File: src/rtl/tx_serial_arbitro.sv
// tx_serial_arbitro: round-robin arbiter that shares one 7E1 serial transmitter among NREQ requesters,
// with a watchdog that aborts a frame when the transmitter never reports done.
module tx_serial_arbitro #(
    parameter int NREQ    = 4,
    parameter int TIMEOUT = 8191,
    parameter int TW      = 13
) (
    input  logic              clock,
    input  logic              reset,
    input  logic [NREQ-1:0]   pedido,
    input  logic [7*NREQ-1:0] dados,
    output logic [NREQ-1:0]   ack,
    output logic [NREQ-1:0]   erro,
    output logic              tx_partida,
    output logic [6:0]        tx_dados,
    input  logic              tx_pronto,
    output logic              ocupado,
    output logic [2:0]        db_concedido,
    output logic [3:0]        db_estado
);
    typedef enum logic [3:0] {
        INICIAL   = 4'd0,
        SELECIONA = 4'd1,
        PARTIDA   = 4'd2,
        ESPERA    = 4'd3,
        CONFIRMA  = 4'd4,
        ERRO      = 4'd5
    } estado_t;

    estado_t         estado_q, estado_d;
    logic [2:0]      ptr_q, ptr_d, conc_q, conc_d, busca, prox;
    logic [3:0]      idx;
    logic            busca_ok;
    logic [NREQ-1:0] rot, ack_q, ack_d, erro_q, erro_d;
    logic [6:0]      dados_q, dados_d, sel;
    logic [TW-1:0]   wd_q, wd_d;
    logic            partida_q, partida_d, ocupado_q, ocupado_d;

    // Rotate requests so bit 0 is the pointer position; the lowest set offset wins.
    always_comb begin
        rot = NREQ'({pedido, pedido} >> ptr_q);
        busca = ptr_q;
        busca_ok = 1'b0;
        idx = '0;
        for (int i = NREQ - 1; i >= 0; i--) begin
            if (rot[i]) begin
                idx = {1'b0, ptr_q} + 4'(i);
                busca = (idx >= 4'(NREQ)) ? 3'(idx - 4'(NREQ)) : idx[2:0];
                busca_ok = 1'b1;
            end
        end
        sel = '0;
        for (int i = 0; i < NREQ; i++)
            if (busca == 3'(i)) sel = dados[7*i +: 7];
        prox = (conc_q == 3'(NREQ - 1)) ? 3'd0 : conc_q + 3'd1;
    end

    always_comb begin
        estado_d = estado_q;
        ptr_d = ptr_q;
        conc_d = conc_q;
        dados_d = dados_q;
        wd_d = wd_q;
        case (estado_q)
            INICIAL:   estado_d = (|pedido) ? SELECIONA : INICIAL;
            SELECIONA: begin
                estado_d = busca_ok ? PARTIDA : INICIAL;
                conc_d = busca_ok ? busca : conc_q;
                dados_d = busca_ok ? sel : dados_q;
            end
            PARTIDA: begin
                wd_d = '0;
                estado_d = ESPERA;
            end
            // tx_pronto takes precedence over an expiring watchdog
            ESPERA: begin
                estado_d = tx_pronto ? CONFIRMA : (wd_q == TW'(TIMEOUT - 1)) ? ERRO : ESPERA;
                wd_d = wd_q + TW'(1);
            end
            CONFIRMA, ERRO: begin
                ptr_d = prox;
                estado_d = INICIAL;
            end
            default:   estado_d = INICIAL;
        endcase
        partida_d = (estado_d == PARTIDA);
        ocupado_d = estado_d inside {PARTIDA, ESPERA, CONFIRMA, ERRO};
        for (int i = 0; i < NREQ; i++) begin
            ack_d[i] = (estado_d == CONFIRMA) && (conc_d == 3'(i));
            erro_d[i] = (estado_d == ERRO) && (conc_d == 3'(i));
        end
    end

    always_ff @(posedge clock or posedge reset) begin
        if (reset) begin
            estado_q  <= INICIAL;
            ptr_q     <= '0;
            conc_q    <= '0;
            dados_q   <= '0;
            wd_q      <= '0;
            ack_q     <= '0;
            erro_q    <= '0;
            partida_q <= 1'b0;
            ocupado_q <= 1'b0;
        end else begin
            estado_q  <= estado_d;
            ptr_q     <= ptr_d;
            conc_q    <= conc_d;
            dados_q   <= dados_d;
            wd_q      <= wd_d;
            ack_q     <= ack_d;
            erro_q    <= erro_d;
            partida_q <= partida_d;
            ocupado_q <= ocupado_d;
        end
    end

    assign ack          = ack_q;
    assign erro         = erro_q;
    assign tx_partida   = partida_q;
    assign tx_dados     = dados_q;
    assign ocupado      = ocupado_q;
    assign db_concedido = conc_q;
    assign db_estado    = estado_q;
endmodule

File: config.mk
export PLATFORM = sky130hd
export DESIGN_NAME = tx_serial_arbitro
export DESIGN_NICKNAME = d
export VERILOG_FILES = /design/src/rtl/tx_serial_arbitro.sv
export SDC_FILE = /design/constraint.sdc
export NUM_CORES = 1
export LEC_CHECK = 0
export ABC_AREA = 1
export BUFFER_PORTS_ARGS = -buffer_cell sky130_fd_sc_hd__buf_2
export CAP_MARGIN = 20
export CORE_UTILIZATION = 40
export DETAILED_ROUTE_END_ITERATION = 8
export PLACE_DENSITY = 0.61
export SYNTH_ARGS = -nofsm -noshare
export SYNTH_HDL_FRONTEND = slang
export SYNTH_SLANG_ARGS = --single-unit
File: constraint.sdc
create_clock -name clock -period 5.54 [get_ports clock]
set_input_delay 0.554 -clock clock [delete_from_list [all_inputs] [get_ports clock]]
set_output_delay 0.554 -clock clock [all_outputs]
set_load 0.03 [all_outputs]
==> results of run 1 <==
[worst min-delay path by stage]
| stage | startpoint | to | depth (start not counted) |
|---|---|---|---|
| after floorplan | wd_q[0] | wd_q[0] | 1 |
| after global placement | tx_dados[3] | tx_dados[3] | 2 |
| after detailed placement | tx_dados[3] | tx_dados[3] | 2 |
| after CTS | reset | tx_partida | 3 |
| after global routing | reset | tx_partida | 3 |
| final | reset | tx_dados[6] | 3 |
[state kept, by name (all words and copies together), names as in the netlist]
signal and count:
ack 4, db_estado 3, tx_dados 7, ptr_q 3
wd_q 13, ocupado 1, db_concedido 3, tx_partida 1
erro 4
[worst min-delay path: cells and delay by family]
kind                   cells  cell delay [ps]
buffers and inverters      3              530
[through the flow]
stage / hold WS [ps] / util (%)
finish: 356.5 / 51.52
global route: 405.0 / 51.52
CTS: 384.3 / 51.52
detailed placement: 459.2 / 48.93
global placement: 459.5 / 48.93
floorplan: 488.4 / -
[layout by cell type (no fill, tap or decap), types with 2 or more instances in the layout]
| cell type | count |
|---|---|
| nor2_1 | 19 |
| nand3_4 | 2 |
| nand2_1 | 75 |
| bufinv_16 | 2 |
| buf_2 | 57 |
| a21oi_1 | 7 |
| inv_1 | 39 |
| nand2_2 | 5 |
| nor3_1 | 6 |
| nor4_1 | 2 |
| inv_4 | 2 |
| nand4_1 | 6 |
| nand3_1 | 19 |
| clkbuf_8 | 5 |
| o21ai_1 | 6 |
| inv_2 | 5 |
| o211ai_1 | 10 |
| nor2_2 | 2 |
| o21ai_0 | 16 |
| dfrtp_1 | 39 |
| o21ai_4 | 2 |
| nand3_2 | 5 |
| ha_1 | 4 |
[layout make-up]
class / instances / area, um2
clock buffer: 5 / 68.82
fill: 552 / 2555
clock inverter: 3 / 67.56
timing repair buffer: 58 / 292.8
inverter: 46 / 177.7
tap: 70 / 87.58
multi-input combinational: 197 / 1045
sequential: 39 / 975.9
[metal layers]
layer  GRT usage, %  part of all wire (%)
met2          30.18                    49
met3          3.214                   3.3
met5              0                     0
met4          6.226                  0.84
met1          25.23                    47
[cell usage after synthesis, types with 2 or more instances]
cell type  instances
nor2_2             2
ha_1               4
nor2_1            19
inv_4              2
nand3_4            2
nand2_1           75
dfrtp_1           39
o21ai_0           16
inv_1             39
nor4_1             2
nand3_2            5
o211ai_1          10
a21oi_1            7
buf_6              3
inv_2              5
nand2_2            5
o21ai_4            2
nand4_1            6
o21ai_1            6
nand3_1           19
nor3_1             6
[where the power goes]
| part | internal (W) | switching, W |
|---|---|---|
| clock network | 0.000180 | 0.000103 |
| logic | 0.000284 | 0.000630 |
| registers | 0.000357 | 0.0000604 |
| total | 0.000821 | 0.000793 |
[kinds of logic after synthesis]
logic type | after synthesis | synth area share (%)
AND/OR/NAND/NOR | 146 | 31.16
AO/OA/AOI/OAI | 45 | 12.52
flip-flops | 39 | 43.41
buffers and inverters | 52 | 10.13
XOR/XNOR | 1 | 0.3896
other | 1 | 0.1668
adder cells (fa/ha/maj) | 4 | 2.226
==> impl_metrics.tcl, run 1 <==
set metrics [dict create \
    critical_path_depth 13 \
    power.leakage_nw 1.454 \
    grt_pass1_vias 1888 \
    critPathSlowestCell "dfrtp_1" \
    hpwl_mm 3.681 \
    crit_top_cell "nand2_1" \
    die_h_um 76.98 \
    yosysTopAreaCell "dfrtp_1" \
    io_buffers 57 \
    drc 0 \
    hold_buffers 0 \
    rr_worst_depth 13 \
    cts_max_level 2 \
    critPathMaxStageDelay_ps 530 \
    drt_first_pass_iters 4 \
    worst_pin_slew_ps 508.4 \
    clock_path_buffers 2 \
    drv_cap 0 \
    antenna_found_initial 0 \
    critPathCaptureType "register" \
    num_vias 1989 \
    core-area_um2 5270 \
    placed_area_um2 2579 \
    final_cells 418 \
    cp.arrival_ps 2480 \
    total_power_w 0.001614 \
    syn2layout_area_growth_pct 20.76 \
    crit_type "register to register" \
    postCtsResizedCells 0 \
    final_nets 386 \
    rsz0062_at_grt "no" \
    synth_nets 327 \
    wl_per_cell_um 12.01 \
    wl_mm 5.019 \
    clk-insertion-delay-late_ps 300 \
    startpoint "ptr_q[0]" \
    grt_overflow_total 0 \
    initial_utilization_pct 42.66 \
    postCtsSetupBuffers 0 \
    clockRootBuffer "clkbuf_8" \
    synth_flop_cell "dfrtp_1" \
    hold_path_class "primary input to async pin" \
    avgSynthCellArea_um2 7.807 \
    cpLargestDelayFamily "simple AND/OR/NAND/NOR gates" \
    track_usage_pct 18.66 \
    status "finished, final reports clean" \
    max-vdd-ir-drop_mv 0.2732 \
    syn-cell-area_um2 2248 \
    synth_cell_types 35 \
    skew_ps 10.05 \
    min_period_ps 2293 \
    synth_edf_count 0 \
    critPathBufInv 2 \
    pre_cts_slack_ps 3204 \
    postSynth.asyncResetShare_pct 100.0 \
    synth_top_area_share_pct 43.41 \
    cp-endpoint "tx_dados[6]" \
    power_density_nw_per_um2 594.5 \
    critPathLaunchType "register" \
    rr_startpoint "ptr_q[0]" \
    ys_warn_count 0 \
    drtAntennaViolNets 0 \
    drive_above_1_share_pct 26.72 \
    dieArea_um2 5925 \
    grt_max_degree 40 \
    antenna_cells 0 \
    drtIter0Drc 95 \
    required_ps 5720 \
    yosysSeqAreaShare_pct 43.41 \
    syn_inst 288 \
    placed_cells 410 \
    setup_viol 0 \
    netlist_top_cells_area "dfrtp_1, nand2_1, inv_1" \
    fin_ws_ps 3247 \
    tns_ps 0 \
    cp_cell_sequence "inv_4 -> nand2_1 -> nand3_1 -> nand2_1 -> nand2_1 -> nand2_1 -> nand2_1 -> nand2_1 -> inv_1 -> nand4_1 -> nand3_1 -> nand2_1 -> nand2_1" \
    grt_pass1_wl_mm 8.714 \
    design_area_um2 2715 \
    timing.rr.end "tx_dados[6]" \
    core.rowCount 26 \
    fmaxAchievable_ghz 0.4361 \
    maxSlewHeadroom_pct 66.03 \
    report.final.slew_viol_count 0 \
    final-hold-violation-count 0 \
    ys_seq_elements 39 \
    routed_via_density 4.758 \
    finalCritPeriodShare_pct 41.39 \
    reg2reg_slack_ps 3250 \
    routabilityCongestion 0.8737 \
    cts_buffers 5 \
    die_w_um 76.98 \
    cts.sinks 39 \
    worstPathMaxFanout 12 \
    cts_tree "built" \
    ios 59 \
    clk_pin_slew_ps 80 \
]
Power figures use the tool's default switching activity.
==> run 2, diff against run 1 <==
- ABC_AREA: 1 -> 0
- clock period: 5.54 -> 2.25 ns (I/O delays scaled with it)
==> run 2 against run 1 <==
Total power grew 130%. Clock skew shrank 4.9 ps. Fmax up 10%. Synthesized area is 0.67% lower. Critical path depth is 5 lower. Count of clock-buffer cells in the layout unchanged. Combinational power grew 120%. Critical endpoint is now tx_dados[4].
==> impl_metrics.tcl, run 2 <==
set metrics [dict create \
    syn-cell-area_um2 2233 \
    track_usage_pct 18.66 \
    crit_type "register to register" \
    placed_cells 361 \
    drt_first_pass_iters 4 \
    critPathCaptureType "register" \
    internal_power_w 0.002068 \
    power.leakage_nw 1.321 \
    rsz0062_at_grt "no" \
    status "finished, final reports clean" \
    ys_warn_count 0 \
    fill_cells 502 \
    antenna_cells 0 \
    min_period_ps 2076 \
    clk-insertion-delay-late_ps 290 \
    postSynth.asyncResetShare_pct 100.0 \
    grt_overflow_total 0 \
    drive_above_1_share_pct 31.79 \
    drc 0 \
    yosysTopAreaCell "dfrtp_1" \
    max-vdd-ir-drop_mv 0.6429 \
    clk_pin_slew_ps 80 \
    syn_inst 231 \
    maxSlewHeadroom_pct 58.55 \
    cts.sinks 39 \
    largest_reg_flops 13 \
    clockRootBuffer "clkbuf_8" \
    layout_commonest_cell "buf_2" \
    drtAntennaViolNets 0 \
    drtIter0Drc 100 \
    synth_flop_cell "dfrtp_1" \
    seq_power_share_pct 27.7 \
    die_h_um 76.72 \
    synth_cell_types 43 \
    hpwl_mm 3.701 \
    skew_ps 5.149 \
    synth_edf_count 0 \
    antenna_found_initial 0 \
    wl_mm 4.978 \
    routabilityCongestion 0.8045 \
    final_cell_mix "buf_2, dfrtp_1, nor2_1" \
    ios 59 \
    finalCritPeriodShare_pct 92.29 \
    rr_startpoint "ptr_q[0]" \
    grt_max_degree 40 \
    avgSynthCellArea_um2 9.668 \
    hold_path_class "primary input to async pin" \
    routed_via_density 5.035 \
    tns_ps 0 \
    final_nets 340 \
    fmaxAchievable_ghz 0.4816 \
    grt_pass1_wl_mm 8.625 \
    largest_register "wd_q" \
    cp.arrival_ps 2280 \
    core-area_um2 5238 \
    synth_most_common_cell "dfrtp_1" \
    final-hold-violation-count 0 \
    rr_worst_depth 8 \
    pwr-share-comb_pct 56.1 \
    sw_frac_of_total_pct 43.34 \
    clock_path_buffers 2 \
    grt_pass1_vias 1754 \
    initial_utilization_pct 42.64 \
    worstPathMaxFanout 5 \
    power_density_nw_per_um2 1317 \
    dieArea_um2 5886 \
    synth_nets 270 \
    timing.rr.end "tx_dados[4]" \
    cts_tree "built" \
    p_switching_w 0.001582 \
    setup_viol 0 \
    ys_seq_elements 39 \
    p_clk_share_pct 16.1 \
    cts_buffers 5 \
    worst_pin_slew_ps 619.5 \
    drv_cap 0 \
    core.rowCount 26 \
    reg2reg_slack_ps 170 \
    total_power_w 0.003650 \
    required_ps 2450 \
    die_w_um 76.72 \
    syn2layout_area_growth_pct 24.03 \
    netlist_top_cells_area "dfrtp_1, nor2_1, mux2i_1" \
    yosys-top-cells-count "dfrtp_1, nor2_1, nand2_1" \
    cts_max_level 2 \
    wl_per_cell_um 13.38 \
    final_cells 372 \
    num_vias 1873 \
    critPathLaunchType "register" \
    io_buffers 57 \
    report.final.slew_viol_count 0 \
    yosysSeqAreaShare_pct 43.70 \
    synth_top_area_share_pct 43.70 \
]
==> run 2: metal layers <==
metal / global-route usage (%) / vias up / routed length [um]
met5: 0 / - / 0
met4: 5.192 / 0 / 45
met3: 3.810 / 5 / 188
met2: 27.23 / 42 / 2256
met1: 27.71 / 878 / 2487
li1: - / 948 / -
==> run 2: power by group through the flow <==
stage	Sequential, W	Combinational [W]	Clock, W
after global placement	0.00103	0.00197	0
after detailed placement	0.00103	0.00199	0
final	0.00101	0.00205	0.000588
after floorplan	0.00129	0.00121	0
after CTS	0.00102	0.00200	0.000609
after global routing	0.00104	0.00224	0.000633
==> run 2: how the worst max path moves through the flow <==
| stage | from | to | slack [ps] | cells past startpoint |
|---|---|---|---|---|
| after floorplan | ptr_q[0] | tx_dados[6] | 70 | 8 |
| after global placement | ptr_q[0] | tx_dados[1] | 170 | 7 |
| after detailed placement | ptr_q[0] | tx_dados[5] | 110 | 7 |
| after CTS | ptr_q[0] | tx_dados[1] | 110 | 7 |
| after global routing | ptr_q[0] | tx_dados[4] | 50 | 8 |
| final | ptr_q[0] | tx_dados[4] | 170 | 8 |
==> run 2: final cells by class <==
cell class / count / area, um2 / share of cell area (%)
sequential: 39 / 975.9 / 35.23
clock inverter: 3 / 43.79 / 1.581
inverter: 8 / 30.03 / 1.084
tap: 70 / 87.58 / 3.162
timing repair buffer: 73 / 405.4 / 14.63
clock buffer: 5 / 68.82 / 2.484
multi-input combinational: 174 / 1159 / 41.82
==> run 2: cell families (layout without fill, tap and decap cells) <==
group / after synthesis / after routing / share of synthesized area (%)
multiplexers: 18 / 18 / 8.628
other: 1 / 1 / 0.1679
adder cells (fa/ha/maj): 4 / 4 / 2.241
AND/OR/NAND/NOR: 101 / 101 / 23.42
AO/OA/AOI/OAI: 42 / 42 / 14.28
XOR/XNOR: 8 / 8 / 3.137
flip-flops: 39 / 39 / 43.70
buffers and inverters: 18 / 89 / 4.426
==> run 2: critical path: stages, from the launching register on <==
cell and delay, ps:
dfrtp_1 390, inv_1 70, ha_1 330, or3_1 320, o32a_1 210, a22oi_4 250
buf_4 170, nor3_1 50, a211oi_1 210
==> run 2: per-stage QoR <==
| step | cell area, um2 | setup WS (ps) | hold slack, ps | utilization, % |
|---|---|---|---|---|
| after global placement | 2635 | 170.7 | 365.7 | 50.31 |
| after CTS | 2748 | 105.2 | 49.12 | 52.46 |
| final | 2770 | 173.5 | 40.89 | 52.89 |
| after global routing | 2770 | 49.05 | 108.6 | 52.89 |
| after detailed placement | 2635 | 107.2 | 377.0 | 50.31 |
| after floorplan | 2233 | 66.45 | 424.7 | - |
==> run 2: timing repair <==
action,in CTS,in global routing
buffers inserted,0,3
hold buffers,0,0
endpoints found under the setup margin,0,2
endpoints found under the hold margin,0,0
gates resized for setup,0,0
==> run 3, diff against run 2 <==
--- a/config.mk
+++ b/config.mk
@@ -7,9 +7,9 @@
 export LEC_CHECK = 0
 export ABC_AREA = 0
-export BUFFER_PORTS_ARGS = -buffer_cell sky130_fd_sc_hd__buf_2
 export CAP_MARGIN = 20
 export CORE_UTILIZATION = 40
 export DETAILED_ROUTE_END_ITERATION = 8
-export PLACE_DENSITY = 0.61
+export DONT_BUFFER_PORTS = 1
+export PLACE_DENSITY = 0.52
 export SYNTH_ARGS = -nofsm -noshare
 export SYNTH_HDL_FRONTEND = slang
==> constraint.sdc (replaced) <==
create_clock -name clock -period 2.2 [get_ports clock]
set_input_delay 0.11 -clock clock [delete_from_list [all_inputs] [get_ports clock]]
set_output_delay 0.11 -clock clock [all_outputs]
set_load 0.03 [all_outputs]
==> run 3 against run 2 <==
Sequential power up 30%. Register-to-register slack got worse by 60 ps. Largest power group unchanged. Combinational power fell by 18%. Design area down 9.5%. Critical path type unchanged. Largest cell class unchanged. Via count is 10% lower.
==> impl_metrics.tcl, run 3 (synthesis gave the netlist of run 2 again) <==
set metrics [dict create \
    dieArea_um2 5886 \
    wl_per_cell_um 14.97 \
    final_cells 315 \
    antenna_found_initial 0 \
    routed_via_density 5.327 \
    antenna_cells 0 \
    grt_max_degree 40 \
    layout_commonest_cell "dfrtp_1" \
    placed_area_um2 2340 \
    hold_path_class "primary input to register" \
    ios 59 \
    drc 0 \
    final_nets 283 \
    cts.sinks 39 \
    cpLargestDelayFamily "compound AO/OA/AOI/OAI gates" \
    maxSlewHeadroom_pct 61.30 \
    max-vdd-ir-drop_mv 0.6635 \
    worstPathMaxFanout 9 \
    die_w_um 76.72 \
    power_density_nw_per_um2 1412 \
    setup_viol 0 \
    critPathLaunchType "register" \
    rsz0062_at_grt "no" \
    largest_register "wd_q" \
    cts_tree "built" \
    skew_ps 6.043 \
    final_cell_mix "dfrtp_1, nor2_1, nand2_1" \
    finalCritPeriodShare_pct 94.75 \
    report.final.slew_viol_count 0 \
    wl_mm 4.714 \
    core-area_um2 5238 \
    largest_reg_flops 13 \
    initial_utilization_pct 42.64 \
    rr_startpoint "ptr_q[1]" \
    die_h_um 76.72 \
    design_area_um2 2507 \
    critPathCaptureType "register" \
    drt_first_pass_iters 4 \
    cp_cell_sequence "inv_1 -> ha_1 -> or3_1 -> o32a_1 -> a22oi_4 -> buf_6 -> o22ai_4 -> nor2b_1" \
    cp.arrival_ps 2250 \
    status "finished, final reports clean" \
    hpwl_mm 3.341 \
    holdCritStartpoint "tx_pronto" \
    num_vias 1678 \
    worst_pin_slew_ps 578.4 \
    required_ps 2370 \
    cts_buffers 5 \
    clockRootBuffer "clkbuf_8" \
    crit_type "register to register" \
    cts_max_level 2 \
    fmaxAchievable_ghz 0.4797 \
    io_buffers 0 \
    track_usage_pct 17.55 \
    grt_overflow_total 0 \
    critPathSlowestCell "dfrtp_2" \
    final-hold-violation-count 0 \
    clk_pin_slew_ps 80 \
    startpoint "ptr_q[1]" \
    clock_path_buffers 2 \
    placed_cells 301 \
    grt_pass1_wl_mm 8.135 \
    critPathMaxStageDelay_ps 440 \
    power.leakage_nw 1.081 \
    drtAntennaViolNets 0 \
    routabilityCongestion 0.7288 \
    drv_cap 0 \
    drive_above_1_share_pct 17.14 \
    grt_pass1_vias 1617 \
    clk-insertion-delay-late_ps 290 \
    min_period_ps 2084 \
    syn2layout_area_growth_pct 12.27 \
    drtIter0Drc 74 \
    core.rowCount 26 \
    critPathBufInv 2 \
]
==> run 3: area by class of cell <==
| class | instances | area [um2] |
|---|---|---|
| Inverter | 8 | 30.03 |
| Tap cell | 70 | 87.58 |
| Timing Repair Buffer | 16 | 138.9 |
| Clock inverter | 1 | 7.507 |
| Fill cell | 513 | 2730 |
| Sequential cell | 39 | 978.4 |
| Multi-Input combinational cell | 174 | 1169 |
| Clock buffer | 7 | 96.34 |
==> run 3: repair_timing <==
| item | CTS | global route |
|---|---|---|
| hold endpoints to repair | 39 | 0 |
| gates resized for setup | 2 | 3 |
| hold buffers | 1 | 0 |
| pin swaps | 1 | 2 |
| endpoints found under the setup margin | 10 | 12 |
| cloned | 0 | 0 |
| setup buffers | 4 | 1 |
==> run 3: worst paths after layout <==
kind	to	slack, ps	cells after the start
setup / recovery	ack[0]	120	8
hold / removal	db_estado[0]	40	3
setup reg to reg	ack[0]	120	8
hold reg to reg	ptr_q[0]	560	2
max in group asynchronous	ptr_q[1]	1440	3
min in group asynchronous	wd_q[11]	380	3
==> run 3: tightest hold or removal path, stage by stage <==
cell     delay [ps]
inv_1            30
nand2_1          50
a21oi_1          90
==> run 3: metrics by stage <==
stage	setup WS, ps	hold slack [ps]	total power, W	setup TNS (ps)	util (%)
after global placement	-19.13	157.2	0.002926	-46.60	44.67
after CTS	48.86	33.71	0.003571	0	47.54
final	115.5	37.41	0.003542	0	47.87
after detailed placement	-38.06	160.6	0.002927	-156.3	44.67
after floorplan	16.45	309.7	0.002556	0	-
after global routing	4.129	40.90	0.003825	0	47.87
==> run 3: power by group <==
group / total [W] / internal [W] / switching (W)
Sequential: 0.00131 / 0.000908 / 0.000400
Clock: 0.000540 / 0.000285 / 0.000254
Combinational: 0.00169 / 0.000787 / 0.000907
==> run 3: metal layers <==
layer	global-route usage, %	share of wire, %	vias to the layer above
met3	6.310	6.7	12
li1	-	-	832
met1	25.08	48	786
met5	0	0	-
met2	23.84	43	48
met4	6.923	2.3	0
